==> config.mk <==
export PLATFORM = sky130hd
export DESIGN_NAME = alu181_nibble_seq
export DESIGN_NICKNAME = d
export VERILOG_FILES = /design/src/rtl/alu181_nibble_seq.sv
export SDC_FILE = /design/constraint.sdc
export NUM_CORES = 1
export LEC_CHECK = 0
export ABC_AREA = 0
export CAP_MARGIN = 10
export CORE_UTILIZATION = 30
export DETAILED_ROUTE_END_ITERATION = 10
export GPL_TIMING_DRIVEN = 0
export SYNTH_ARGS = -nofsm -noshare
export SYNTH_HDL_FRONTEND = slang
export SYNTH_SLANG_ARGS = --single-unit
export TNS_END_PERCENT = 50
==> constraint.sdc <==
create_clock -name clk -period 7.79 [get_ports clk]
set_input_delay 1.558 -clock clk [delete_from_list [all_inputs] [get_ports clk]]
set_output_delay 1.558 -clock clk [all_outputs]
set_load 0.05 [all_outputs]
==> src/rtl/alu181_nibble_seq.sv <==
// Nibble-serial wide ALU built around one shared 74181 slice.
// Each RUN cycle processes one nibble, LSB first, and registers the slice carry for the next nibble.

module TI74181 (
    input  logic [3:0] i_a,
    input  logic [3:0] i_b,
    input  logic [3:0] i_s,
    input  logic       i_m,
    input  logic       i_cn,
    output logic [3:0] o_f,
    output logic       o_cn1
);
    logic [3:0] w_x;
    logic [3:0] w_y;
    logic [4:0] w_sum;

    // Arithmetic result is X plus Y plus Cn; logic result is XNOR of the same terms.
    always_comb begin
        w_x   = i_a | (i_b & {4{i_s[0]}}) | (~i_b & {4{i_s[1]}});
        w_y   = (i_a & ~i_b & {4{i_s[2]}}) | (i_a & i_b & {4{i_s[3]}});
        w_sum = {1'b0, w_x} + {1'b0, w_y} + {4'b0000, i_cn};
        o_f   = i_m ? ~(w_x ^ w_y) : w_sum[3:0];
        o_cn1 = w_sum[4];
    end
endmodule

module alu181_nibble_seq #(
    parameter int NIBBLES = 4
) (
    input  logic                 clk,
    input  logic                 rst_n,
    input  logic                 req_valid,
    output logic                 req_ready,
    input  logic [4*NIBBLES-1:0] req_a,
    input  logic [4*NIBBLES-1:0] req_b,
    input  logic [3:0]           req_s,
    input  logic                 req_m,
    input  logic                 req_cin,
    output logic                 rsp_valid,
    input  logic                 rsp_ready,
    output logic [4*NIBBLES-1:0] rsp_f,
    output logic                 rsp_cout,
    output logic                 rsp_zero
);
    localparam int W  = 4 * NIBBLES;
    localparam int IW = (NIBBLES > 1) ? $clog2(NIBBLES) : 1;
    localparam logic [IW-1:0] LAST_IDX = IW'(NIBBLES - 1);

    typedef enum logic [1:0] {
        StIdle,
        StRun,
        StDone
    } state_e;

    state_e          r_state;
    state_e          w_state_next;
    logic [W-1:0]    r_a;
    logic [W-1:0]    r_b;
    logic [3:0]      r_s;
    logic            r_m;
    logic            r_cin;
    logic            r_carry;
    logic [IW-1:0]   r_idx;
    logic [W-1:0]    r_f;

    logic [3:0]      w_a_nib;
    logic [3:0]      w_b_nib;
    logic            w_cn;
    logic [3:0]      w_f;
    logic            w_cn1;
    logic [W-1:0]    w_f_next;

    always_comb begin
        w_a_nib = 4'h0;
        w_b_nib = 4'h0;
        for (int k = 0; k < NIBBLES; k++) begin
            if (r_idx == IW'(k)) begin
                w_a_nib = r_a[4*k +: 4];
                w_b_nib = r_b[4*k +: 4];
            end
        end
        w_cn = (r_idx == '0) ? r_cin : r_carry;
    end

    TI74181 u_slice (
        .i_a   (w_a_nib),
        .i_b   (w_b_nib),
        .i_s   (r_s),
        .i_m   (r_m),
        .i_cn  (w_cn),
        .o_f   (w_f),
        .o_cn1 (w_cn1)
    );

    always_comb begin
        w_f_next = r_f;
        for (int k = 0; k < NIBBLES; k++) begin
            if (r_idx == IW'(k)) begin
                w_f_next[4*k +: 4] = w_f;
            end
        end
    end

    always_ff @(posedge clk or negedge rst_n) begin
        if (!rst_n) begin
            r_state <= StIdle;
        end else begin
            r_state <= w_state_next;
        end
    end

    always_comb begin
        w_state_next = r_state;
        req_ready    = 1'b0;
        rsp_valid    = 1'b0;
        unique case (r_state)
            StIdle: begin
                req_ready = 1'b1;
                if (req_valid) begin
                    w_state_next = StRun;
                end
            end
            StRun: begin
                if (r_idx == LAST_IDX) begin
                    w_state_next = StDone;
                end
            end
            StDone: begin
                rsp_valid = 1'b1;
                if (rsp_ready) begin
                    w_state_next = StIdle;
                end
            end
            default: w_state_next = StIdle;
        endcase
    end

    always_ff @(posedge clk or negedge rst_n) begin
        if (!rst_n) begin
            r_a     <= '0;
            r_b     <= '0;
            r_s     <= 4'h0;
            r_m     <= 1'b0;
            r_cin   <= 1'b0;
            r_carry <= 1'b0;
            r_idx   <= '0;
            r_f     <= '0;
        end else begin
            case (r_state)
                StIdle: begin
                    if (req_valid) begin
                        r_a     <= req_a;
                        r_b     <= req_b;
                        r_s     <= req_s;
                        r_m     <= req_m;
                        r_cin   <= req_cin;
                        r_carry <= 1'b0;
                        r_idx   <= '0;
                        r_f     <= '0;
                    end
                end
                StRun: begin
                    r_f     <= w_f_next;
                    r_carry <= w_cn1;
                    // Index parks on the last nibble instead of wrapping.
                    if (r_idx != LAST_IDX) begin
                        r_idx <= r_idx + IW'(1);
                    end
                end
                default: ;
            endcase
        end
    end

    assign rsp_f    = r_f;
    assign rsp_cout = r_m ? 1'b0 : r_carry;
    assign rsp_zero = (r_f == '0);

endmodule

==> flow_metrics.env <==
export IMPL_status="finished, final reports clean"
export IMPL_die_w_um=102
export IMPL_viasPerCell=4.71
export IMPL_antenna_found_initial=0
export IMPL_clock_latency_ns=0.34
export IMPL_path_class="flop to output port"
export IMPL_wl_um=7670
export IMPL_wl_met2_um=3450
export IMPL_wl_met1_um=3690
export IMPL_cts_resized=0
export IMPL_layout_drive_gt1_share_pct=10.8
export IMPL_cts_tree="done"
export IMPL_fin_crit_sh_pct=47.0
export IMPL_worst_setup_path_start_kind="flop"
export IMPL_dr_pass1_iters=4
export IMPL_vias=2568
export IMPL_gp_congestion=0.853
export IMPL_port_buffer_count=61
export IMPL_drc_errors=0
export IMPL_num_io_pins=62
export IMPL_highest_layer="met4"
export IMPL_crit_arrival_ns=2.10
export IMPL_grt_pass1_vias=2603
export IMPL_syn_to_final_growth_pct=34.1
export IMPL_fin_setup_tns_ns=0
export IMPL_min_path_cells=2
export IMPL_gr_usage_all_layers_pct=16.3
export IMPL_synth_area_um2=2970
export IMPL_worstReg2RegEnd="rsp_f[9]$_DFFE_PN0P_"
export IMPL_slew_headroom_pct=49.4
export IMPL_hpwlAfterDp_um=5840
export IMPL_dieHeight_um=102
export IMPL_synth_seq_area_share_pct=49.6
export IMPL_synth_top_cell_by_area="dfrtp_1"
export IMPL_cap_violations=0
export IMPL_grt_max_degree=34
export IMPL_syn_num_nets=390
export IMPL_ctsHoldBuffers=0
export IMPL_cts_htree_levels=3
export IMPL_timing_fmax_mhz=273
export IMPL_layout_min_cycle_time_ns=3.66
export IMPL_critPathCaptureType="output port"
export IMPL_hp_class="flop to flop"
export IMPL_reg2reg_depth=12
export IMPL_synth_warnings=0
export IMPL_die_area_um2=10300
export IMPL_tightestPinTransition_ns=0.753
export IMPL_cts_post_setup_buffers_inserted=0
export IMPL_grt_pass1_wl_um=12500
export IMPL_met3WireLength_um=359
export IMPL_cts_sinks=59
export IMPL_skew_ns=0.00911
export IMPL_grt_overflow=0
export IMPL_vdd_drop_max_mv=0.159
export IMPL_wire_per_inst_um=14.1
export IMPL_finalHoldViolCount=0
export IMPL_numCtsBuffers=9
export IMPL_reg2reg_slack_ns=4.26
export IMPL_powerDensity_nw_per_um2=481
export IMPL_syn_avg_cell_area_um2=8.80
export IMPL_synth_top_area_share_pct=49.6
export IMPL_setup_slack_ns=4.13
export IMPL_crit_fanout=3
export IMPL_dp_slack_ns=4.27
export IMPL_p_leak_nw=1.90
export IMPL_rows=35
export IMPL_min_to="r_b[3]$_DFFE_PN0P_"
export IMPL_setup_viol=0
export IMPL_start_util_pct=31.6
export IMPL_rsz0062_at_grt="false"
export IMPL_path_clk_slew_ns=0.07
export IMPL_cts_root_buf="clkbuf_8"
export IMPL_syn_inst=338
export IMPL_worstPathRequired_ns=6.23
export IMPL_crit_path_start="rsp_f[10]$_DFFE_PN0P_"
export IMPL_nets=463
export IMPL_min_delay_start="r_b[3]$_DFFE_PN0P_"
export IMPL_n_antenna_cell=0
export IMPL_ys_ff_latch=59
export IMPL_ant_nets=0
export IMPL_clk_path_buf_depth=2
export IMPL_core_um2=9420
export IMPL_drt_iter0_drc=116
export IMPL_synthTopCellsByArea="dfrtp_1, nand2_1, mux2_2"
export IMPL_synth_cell_type_count=32
export IMPL_r2r_start="r_idx[1]$_DFFE_PN0P_"
export IMPL_slew_violations=0
[synth_stat cells]
cell type	number
and2_1	1
nor2b_1	4
o21a_1	1
mux2_2	13
a22oi_1	4
fa_1	2
mux2i_1	1
nand3_1	21
nand2_1	124
nand2b_1	3
a21o_1	2
nor2_2	1
and4_1	1
o22ai_1	4
a21oi_1	13
inv_1	10
and3_1	5
nor4_1	5
o31ai_1	4
dfrtp_1	59
xor2_1	1
ha_1	8
buf_4	2
o31a_1	1
nand3b_1	4
clkbuf_1	2
nor2_1	6
buf_2	11
o21ai_0	12
o21ai_1	7
a211oi_1	2
o22a_1	4
[worst max-delay path, cell delays in order (launching register included)]
cell and delay, ns:
dfrtp_1 0.39, nor4_1 0.33, and4_1 0.24, clkdlybuf4s50_1 0.80
[report_power, final]
group / internal (mW) / leakage [nW] / total (mW) / switching (mW)
combinational: 0.408 / 1.04 / 1.05 / 0.643
sequential: 0.449 / 0.741 / 0.553 / 0.104
clock: 0.196 / 0.119 / 0.315 / 0.120
[layout make-up]
| type | instances | area (um2) |
|---|---|---|
| fill | 953 | 5430 |
| sequential | 59 | 1480 |
| multi-input combinational | 254 | 1380 |
| timing repair buffer | 62 | 626 |
| tap | 129 | 161 |
| clock buffer | 11 | 151 |
| buffer | 15 | 77.6 |
| clock inverter | 5 | 75.1 |
| inverter | 10 | 37.5 |
[worst max-delay path by stage]
stage / endpoint / slack (ns) / cells past startpoint
after floorplan: rsp_zero / 4.87 / 2
after global routing: rsp_zero / 4.02 / 3
after CTS: rsp_zero / 4.09 / 3
after global placement: r_b[5]$_DFFE_PN0P_ / 3.30 / 1
after detailed placement: rsp_f[5]$_DFFE_PN0P_ / 4.27 / 12
final: rsp_zero / 4.13 / 3
[sequential cells by signal, summed over array words and instances (netlist names)]
name and count:
r_b 16, r_cin 1, r_m 1, r_idx 2
r_a 16, r_state 2, rsp_f 16, r_carry 1
r_s 4
[kinds of logic after synthesis]
| group | share of synthesized area, % |
|---|---|
| buffers and inverters | 3.87 |
| and+or+nand+nor | 25.2 |
| AOI/OAI and AO/OA | 11.0 |
| muxes | 5.26 |
| adders and majority gates | 4.71 |
| DFF | 49.6 |
| xor gates and xnor gates | 0.295 |
[per-stage QoR]
| stage | hold slack (ns) | utilization (%) | power [mW] | area [um2] | cells |
|---|---|---|---|---|---|
| floorplan | 0.445 | - | 1.29 | 2970 | 338 |
| global placement | 0.461 | 39.8 | 1.59 | 3750 | 528 |
| detailed placement | 0.467 | 39.9 | 1.61 | 3760 | 529 |
| CTS | 0.483 | 42.4 | 1.93 | 3990 | 545 |
| global route | 0.503 | 42.4 | 2.08 | 3990 | 545 |
| finish | 0.482 | 42.4 | 1.92 | 3990 | 545 |
[per-layer routing]
metal  global-route usage (%)  vias up
li1                         -     1279
met1                     21.2     1210
met2                     25.1       69
met3                     5.59       10
met4                     6.24        0
met5                        0        -
[cells in the final DEF, fill, tap and decap left out, types with 5 or more instances in the layout]
cell               n
nand2_1          124
clkdlybuf4s50_1   60
dfrtp_1           59
nand3_1           21
a21oi_1           13
mux2_2            13
buf_2             12
o21ai_0           12
clkbuf_8          11
inv_1             10
ha_1               8
o21ai_1            7
nor2_1             6
and3_1             5
nor4_1             5
(Power assumes the default switching activity.)
